==> config.mk <==
export PLATFORM = sky130hd
export DESIGN_NAME = ad_nios_cmp_arbiter
export DESIGN_NICKNAME = d
export VERILOG_FILES = /design/src/rtl/ad_nios_cmp_arbiter.sv
export SDC_FILE = /design/constraint.sdc
export NUM_CORES = 1
export LEC_CHECK = 0
export CAP_MARGIN = 20
export CORE_UTILIZATION = 42
export CTS_CLUSTER_SIZE = 28
export DETAILED_ROUTE_END_ITERATION = 7
export PLACE_DENSITY_LB_ADDON = 0.08
export SETUP_SLACK_MARGIN = 0.15
export SYNTH_ARGS = -nofsm -noshare
export SYNTH_HDL_FRONTEND = slang
export SYNTH_SLANG_ARGS = --single-unit
==> constraint.sdc <==
create_clock -name clk -period 3 [get_ports clk]
set_clock_uncertainty 0.05 [all_clocks]
set_input_delay 0.6 -clock clk [delete_from_list [all_inputs] [get_ports clk]]
set_output_delay 0.6 -clock clk [all_outputs]
set_load 0.03 [all_outputs]
==> src/rtl/ad_nios_cmp_arbiter.sv <==
// Round-robin arbiter sharing one wide equality comparator among N_REQ requesters.
// Optional per-bit compare mask enabled by defining AD_NIOS_CMP_MASK_EN.
module ad_nios_cmp_arbiter #(
    parameter int N_REQ   = 4,
    parameter int WIDTH   = 32,
    parameter int CMP_LAT = 2
) (
    input  logic                     clk,
    input  logic                     reset,
    input  logic [N_REQ-1:0]         req,
    input  logic [N_REQ*WIDTH-1:0]   req_a,
    input  logic [N_REQ*WIDTH-1:0]   req_b,
`ifdef AD_NIOS_CMP_MASK_EN
    input  logic [N_REQ*WIDTH-1:0]   req_mask,
`endif
    output logic [N_REQ-1:0]         gnt,
    output logic [N_REQ-1:0]         done,
    output logic                     match,
    output logic                     busy
);
    localparam int IW = (N_REQ > 1) ? $clog2(N_REQ) : 1;
    localparam int CW = (CMP_LAT > 2) ? $clog2(CMP_LAT) : 1;

    typedef enum logic [1:0] {IDLE, EVAL, RESP} state_t;

    state_t           state, state_nx;
    logic [IW-1:0]    ptr, ptr_nx, sel, sel_nx, win, cand;
    logic [CW-1:0]    cnt, cnt_nx;
    logic [WIDTH-1:0] op_a, op_b, a_nx, b_nx;
    logic [N_REQ-1:0] gnt_nx, done_nx;
    logic             match_nx, busy_nx, found, hit;

`ifdef AD_NIOS_CMP_MASK_EN
    logic [WIDTH-1:0] op_m, m_nx;
    assign hit = ((op_a ^ op_b) & op_m) == '0;
`else
    assign hit = (op_a == op_b);
`endif

    // First set request bit at or above ptr, wrapping modulo N_REQ.
    always_comb begin
        win   = ptr;
        found = 1'b0;
        cand  = '0;
        for (int k = 0; k < N_REQ; k++) begin
            cand = IW'((int'(ptr) + k) % N_REQ);
            if (!found && req[cand]) begin
                win   = cand;
                found = 1'b1;
            end
        end
    end

    always_comb begin
        state_nx = state;
        gnt_nx   = '0;
        done_nx  = '0;
        match_nx = 1'b0;
        busy_nx  = busy;
        ptr_nx   = ptr;
        cnt_nx   = cnt;
        sel_nx   = sel;
        a_nx     = op_a;
        b_nx     = op_b;
`ifdef AD_NIOS_CMP_MASK_EN
        m_nx     = op_m;
`endif
        case (state)
            IDLE: begin
                if (found) begin
                    state_nx    = EVAL;
                    gnt_nx[win] = 1'b1;
                    sel_nx      = win;
                    a_nx        = req_a[int'(win)*WIDTH +: WIDTH];
                    b_nx        = req_b[int'(win)*WIDTH +: WIDTH];
`ifdef AD_NIOS_CMP_MASK_EN
                    m_nx        = req_mask[int'(win)*WIDTH +: WIDTH];
`endif
                    cnt_nx      = CW'(CMP_LAT - 1);
                    busy_nx     = 1'b1;
                end
            end
            EVAL: begin
                if (cnt == '0) begin
                    state_nx     = RESP;
                    done_nx[sel] = 1'b1;
                    match_nx     = hit;
                end else begin
                    cnt_nx = cnt - 1'b1;
                end
            end
            RESP: begin
                state_nx = IDLE;
                busy_nx  = 1'b0;
                ptr_nx   = (int'(sel) == N_REQ - 1) ? '0 : sel + 1'b1;
            end
            default: state_nx = IDLE;
        endcase
    end

    always_ff @(posedge clk or posedge reset) begin
        if (reset) begin
            state <= IDLE;
            gnt   <= '0;
            done  <= '0;
            match <= 1'b0;
            busy  <= 1'b0;
            ptr   <= '0;
            cnt   <= '0;
            sel   <= '0;
            op_a  <= '0;
            op_b  <= '0;
`ifdef AD_NIOS_CMP_MASK_EN
            op_m  <= '0;
`endif
        end else begin
            state <= state_nx;
            gnt   <= gnt_nx;
            done  <= done_nx;
            match <= match_nx;
            busy  <= busy_nx;
            ptr   <= ptr_nx;
            cnt   <= cnt_nx;
            sel   <= sel_nx;
            op_a  <= a_nx;
            op_b  <= b_nx;
`ifdef AD_NIOS_CMP_MASK_EN
            op_m  <= m_nx;
`endif
        end
    end
endmodule

==> results_dict.tcl, run 1 <==
set metrics [dict create \
    status "finished, final reports clean" \
    layout-drive-gt1-share_pct 5.97 \
    yosysSeqAreaShare_pct 35.5 \
    post_drt_wl_per_cell_um 21.0 \
    io-pin-count 272 \
    clockRootBuffer "clkbuf_16" \
    grt_overflow 0 \
    critical_path.max_fanout 49 \
    placed_area_um2 8680 \
    power_density_nw_per_um2 898 \
    synthFlopType "dfrtp_1" \
    seqPwrFrac_pct 26.3 \
    final.period_utilization_pct 89.6 \
    hold_buffers 0 \
    drc_errors 0 \
    synth.area.top_cells "dfrtp_1, a221o_1, o22a_1, nand3_1, a21oi_1" \
    cp-start-kind "primary input" \
    cts_sinks 81 \
    cts_resized 0 \
    cp_data_required_time_ns 3.18 \
    final-hold-violation-count 0 \
    core_um2 13200 \
    switchingPower_w 0.00343 \
    nNetsFinal 1182 \
    syn-cell-area_um2 5710 \
    dpl.hpwl_um 16600 \
    die_h_um 119 \
    fmax_mhz 372 \
    clk_latency_ns 0.35 \
    first_global_vias 6504 \
    timing.setup.tns_ns 0 \
    post-cts-setup-buffers 0 \
    ys_seq_elements 81 \
    hold_path_class "reg2reg" \
    htree_levels 3 \
    clkPwrFrac_pct 16.1 \
    peakVddDrop_uv 1010 \
    synth_top_area_share_pct 35.5 \
    floorplan.rows 42 \
    drtAntennaViolNets 0 \
    ys_warn_count 0 \
    groute.usage.overall_pct 32.8 \
    io_buffers 271 \
    synth_edf_count 0 \
    first_iter_violations 530 \
    fin_crit_ns 2.69 \
    max_slew_margin_pct 45.3 \
    grt_start_max_net_pins 57 \
    synthCells 683 \
    synth-async-reset-ratio_pct 100 \
    cp.arrival_ns 2.87 \
    drt-total-wl_um 23000 \
    cts_tree "yes" \
    final_cell_area_um2 9040 \
    gp_congestion 0.982 \
    rsz0062_at_grt "no" \
    slew_viol_final 0 \
    syn_to_final_growth_pct 58.4 \
    antenna_found_initial 0 \
    first_pass_iters 5 \
    dieArea_um2 14100 \
    cap_violations 0 \
    vias 6701 \
    comb_power_share_pct 57.6 \
    start_util_pct 43.1 \
    avgSynthCellArea_um2 8.36 \
    power.static_leakage_nw 3.48 \
    sw_frac_of_total_pct 42.3 \
    finalSetupViolCount 0 \
    power.internal_w 0.00468 \
    path_class "in2reg" \
    clk_path_buf_depth 2 \
    cts.clk_slew.worst_paths_ns 0.06 \
    cts_buffers 9 \
    die_w_um 119 \
    tightest_slew_ns 0.819 \
    grt_pass1_wl_um 35900 \
    yosys.area.top_type "dfrtp_1" \
    syn_nets 949 \
    crit_path_end_kind "register" \
    via_per_inst 6.10 \
    netlist-cell-type-count 46 \
]
## flip-flops by register name, summed over array words and instances, names as in the netlist, 2 cells and up
signal,cells
sel,2
ptr,2
op_a,32
done,4
state,2
gnt,4
op_b,32
## cell usage in the layout, fill, tap and decap left out, types with 22 or more instances in the layout
cell and n:
dfrtp_1 81, clkdlybuf4s50_1 271, a221o_1 48, nand3_1 69, o21ai_0 53, nor2_1 22, nand2_1 55, o22a_1 50
xnor2_1 30, a21oi_1 54
## Yosys cell counts, types with 2 or more instances
library cell	count
a21oi_1	55
buf_4	2
o21ai_0	53
nor2_1	23
buf_6	2
nor4_1	3
nand4_1	6
and3_1	16
nand3_1	69
inv_1	8
and2_1	6
a31oi_1	17
buf_1	5
xor2_1	2
nor2b_1	5
o21ai_1	16
nand2b_1	3
or3_1	2
a21boi_0	17
nand2_1	55
o211ai_1	2
a221oi_1	16
o22a_1	50
buf_2	23
a22oi_1	2
a221o_1	48
a21o_1	3
clkbuf_1	43
nor3_1	2
xnor2_1	30
dfrtp_1	81
ha_1	4
## through the flow
step	utilization [%]	total power [W]	instances	setup slack, ns	hold slack, ns
4_1_cts	68.2	0.00809	1096	0.352	0.472
2_1_floorplan	-	0.00513	683	0.270	0.422
6_report	68.3	0.00811	1098	0.312	0.468
3_5_place_dp	65.5	0.00676	1080	0.00119	0.468
3_3_place_gp	65.5	0.00662	1080	0.0988	0.446
5_1_grt	68.2	0.00863	1097	0.245	0.493
## cell type report
| class | instances | area (um^2) |
|---|---|---|
| clock inverter | 6 | 114 |
| inverter | 9 | 35.0 |
| timing repair buffer | 297 | 3020 |
| sequential | 81 | 2030 |
| fill | 1074 | 4200 |
| multi-input combinational | 518 | 3380 |
| antenna | 1 | 2.50 |
| tap | 176 | 220 |
| clock buffer | 10 | 239 |
## worst max-delay path, stage by stage
cell and delay, ns:
clkdlybuf4s50_1 0.59, buf_4 0.24, nor2b_1 0.12, a222oi_1 0.42
o21ai_4 0.10, buf_12 0.21, a221o_1 0.37, o22a_1 0.18
## logic make-up (layout without fill, tap and decap cells)
group / Yosys count / after routing / share of synthesized area (%)
AOI/OAI and AO/OA: 286 / 286 / 35.5
xor gates and xnor gates: 32 / 32 / 4.91
adders and majority gates: 4 / 4 / 0.877
buffers and inverters: 84 / 322 / 6.42
DFF: 81 / 81 / 35.5
muxes: 1 / 1 / 0.197
other: 0 / 1 / 0
and+or+nand+nor: 195 / 195 / 16.6
## power groups by stage
stage | logic [W] | clock network [W] | registers [W]
after floorplan | 0.00311 | 0 | 0.00203
after global placement | 0.00451 | 0 | 0.00211
after detailed placement | 0.00462 | 0 | 0.00214
after CTS | 0.00465 | 0.00132 | 0.00213
after global routing | 0.00507 | 0.00137 | 0.00219
final | 0.00467 | 0.00131 | 0.00213
## per-layer routing
metal	wire, um	part of all wire (%)	track usage (%)
met1	9500	41	43.0
met2	11100	48	54.9
met3	1830	7.9	5.69
met4	544	2.4	10.3
met5	0	0	0
## final timing paths
kind                                     from  cells after the start                   end  slack, ns
max in group asynchronous               reset                      3  op_a[16]$_DFFE_PP0P_       1.67
max                                    req[1]                      8  op_a[11]$_DFFE_PP0P_       0.31
min reg2reg                sel[0]$_DFFE_PP0P_                      1    ptr[0]$_DFFE_PP0P_       0.47
max reg2reg                ptr[0]$_DFFE_PP0P_                      7   op_a[5]$_DFFE_PP0P_       0.55
min                        sel[0]$_DFFE_PP0P_                      1    ptr[0]$_DFFE_PP0P_       0.47
min in group asynchronous               reset                      2  op_a[19]$_DFFE_PP0P_       0.56
Power figures use the tool's default switching activity.
==> inputs of run 2 (changes only) <==
==> constraint.sdc (replaced) <==
create_clock -name clk -period 2.9 [get_ports clk]
set_clock_uncertainty 0.05 [all_clocks]
set_input_delay 0.58 -clock clk [delete_from_list [all_inputs] [get_ports clk]]
set_output_delay 0.58 -clock clk [all_outputs]
set_load 0.03 [all_outputs]
==> run 2 against run 1 <==
Global-route usage is 0.28 points higher. Sequential power is 3% higher. Wire length is 0.90% higher.
==> results_dict.tcl, run 2 (same netlist as run 1, synthesis figures left out) <==
set metrics [dict create \
    clk_latency_ns 0.33 \
    drc_errors 0 \
    nNetsFinal 1188 \
    top_layer "met4" \
    syn_to_final_growth_pct 58.5 \
    critical_path.max_fanout 41 \
    cts_tree "yes" \
    r2r_cells 7 \
    fin_crit_ns 2.62 \
    vias 6723 \
    timing.setup.tns_ns 0 \
    grt_pass1_wl_um 36300 \
    antenna_found_initial 0 \
    final_core_util_pct 68.3 \
    wl_met3_um 1740 \
    cap_violations 0 \
    grt_start_max_net_pins 55 \
    finalSetupViolCount 0 \
    tightest_slew_ns 1.12 \
    dieArea_um2 14100 \
    path_class "in2reg" \
    max_slew_margin_pct 25.1 \
    cp.arrival_ns 2.82 \
    seqPwrFrac_pct 26.9 \
    post_drt_wl_per_cell_um 21.0 \
    layout-drive-gt1-share_pct 6.47 \
    power.internal_w 0.00467 \
    r2r_start "ptr[0]$_DFFE_PP0P_" \
    gp_congestion 0.969 \
    sw_frac_of_total_pct 42.9 \
    min_to "cnt$_DFFE_PP0P_" \
    hold_path_class "reg2reg" \
    reg2reg_setup_slack_ns 0.57 \
    first_pass_iters 7 \
    min_path_cells 1 \
    groute.usage.overall_pct 33.1 \
    wl_met2_um 11500 \
    final.period_utilization_pct 90.4 \
    power_density_nw_per_um2 905 \
    cts.clk_slew.worst_paths_ns 0.06 \
    reg_top3 "op_a x32, op_b x32" \
    final_cell_mix "clkdlybuf4s50_1, dfrtp_1, nand3_1" \
    io-pin-count 272 \
    rsz0062_at_grt "no" \
    comb_power_share_pct 59.2 \
    peakVddDrop_uv 1140 \
    cp_data_required_time_ns 3.10 \
    io_buffers 271 \
    status "finished, final reports clean" \
    cp-start-kind "primary input" \
    drtAntennaViolNets 0 \
    htree_levels 3 \
    die_h_um 119 \
    dpl.hpwl_um 17000 \
    hold_buffers 0 \
    crit_path_end_kind "register" \
    wl_met1_um 9440 \
    via_per_inst 6.09 \
    cts_sinks 81 \
    r2r_end "op_a[5]$_DFFE_PP0P_" \
    grt_overflow 0 \
    timing.hold.ws_ns 0.472 \
    floorplan.rows 42 \
    first_iter_violations 504 \
    switchingPower_w 0.00351 \
    cts_resized 0 \
    cts_buffers 9 \
    first_global_vias 6680 \
    worstHoldStart "state[0]$_DFFE_PP0P_" \
    mostFrequentLayoutCell "clkdlybuf4s50_1" \
    post-cts-setup-buffers 0 \
    finalPower_w 0.00819 \
    die_w_um 119 \
    clockRootBuffer "clkbuf_16" \
    slew_viol_final 0 \
    start_util_pct 43.1 \
    clk_path_buf_depth 2 \
    fmax_mhz 381 \
    final-hold-violation-count 0 \
    clkPwrFrac_pct 13.9 \
    drt-total-wl_um 23200 \
    core_um2 13200 \
    power.static_leakage_nw 3.49 \
]
[run 2: power groups by stage]
stage / Sequential (W) / Clock (W) / Combinational [W]
after global routing: 0.00226 / 0.00121 / 0.00523
final: 0.00220 / 0.00114 / 0.00484
after detailed placement: 0.00222 / 0 / 0.00478
after CTS: 0.00220 / 0.00116 / 0.00482
after global placement: 0.00220 / 0 / 0.00462
after floorplan: 0.00210 / 0 / 0.00321
[run 2: layer usage]
layer / global-route usage (%) / vias up
li1: - / 3072
met1: 41.6 / 3271
met2: 57.8 / 333
met3: 4.97 / 47
met4: 11.1 / 0
met5: 0 / -
[run 2: layout make-up]
type | count | area [um^2]
Antenna cell | 1 | 2.50
Clock buffer | 10 | 229
Clock inverter | 6 | 67.6
Fill cell | 1096 | 4200
Inverter | 9 | 35.0
Multi-Input combinational cell | 518 | 3380
Sequential cell | 81 | 2030
Tap cell | 176 | 220
Timing Repair Buffer | 303 | 3080
[run 2: worst max path at each step]
stage | from | endpoint | slack, ns | depth (start not counted)
6_report | req[1] | op_b[2]$_DFFE_PP0P_ | 0.28 | 7
5_1_grt | req[1] | op_b[5]$_DFFE_PP0P_ | 0.16 | 7
2_1_floorplan | reset | busy$_DFFE_PP0P_ | 0.19 | 1
4_1_cts | req[1] | op_b[5]$_DFFE_PP0P_ | 0.30 | 7
3_5_place_dp | req[1] | op_b[5]$_DFFE_PP0P_ | -0.05 | 7
3_3_place_gp | req[0] | op_b[29]$_DFFE_PP0P_ | 0.03 | 7
[run 2: critical path, stage by stage]
cell and delay, ns:
clkdlybuf4s50_1 0.49, nor4_1 0.08, or2_2 0.31, nor2_4 0.84
buf_12 0.28, nor2_1 0.06, a31oi_1 0.16
[run 2: per-stage QoR]
step	cells	setup slack [ns]	area [um^2]
after detailed placement	1087	-0.0480	8750
after CTS	1103	0.300	9040
after global routing	1103	0.159	9040
after global placement	1086	0.0323	8730
after floorplan	683	0.190	5710
final	1104	0.277	9040
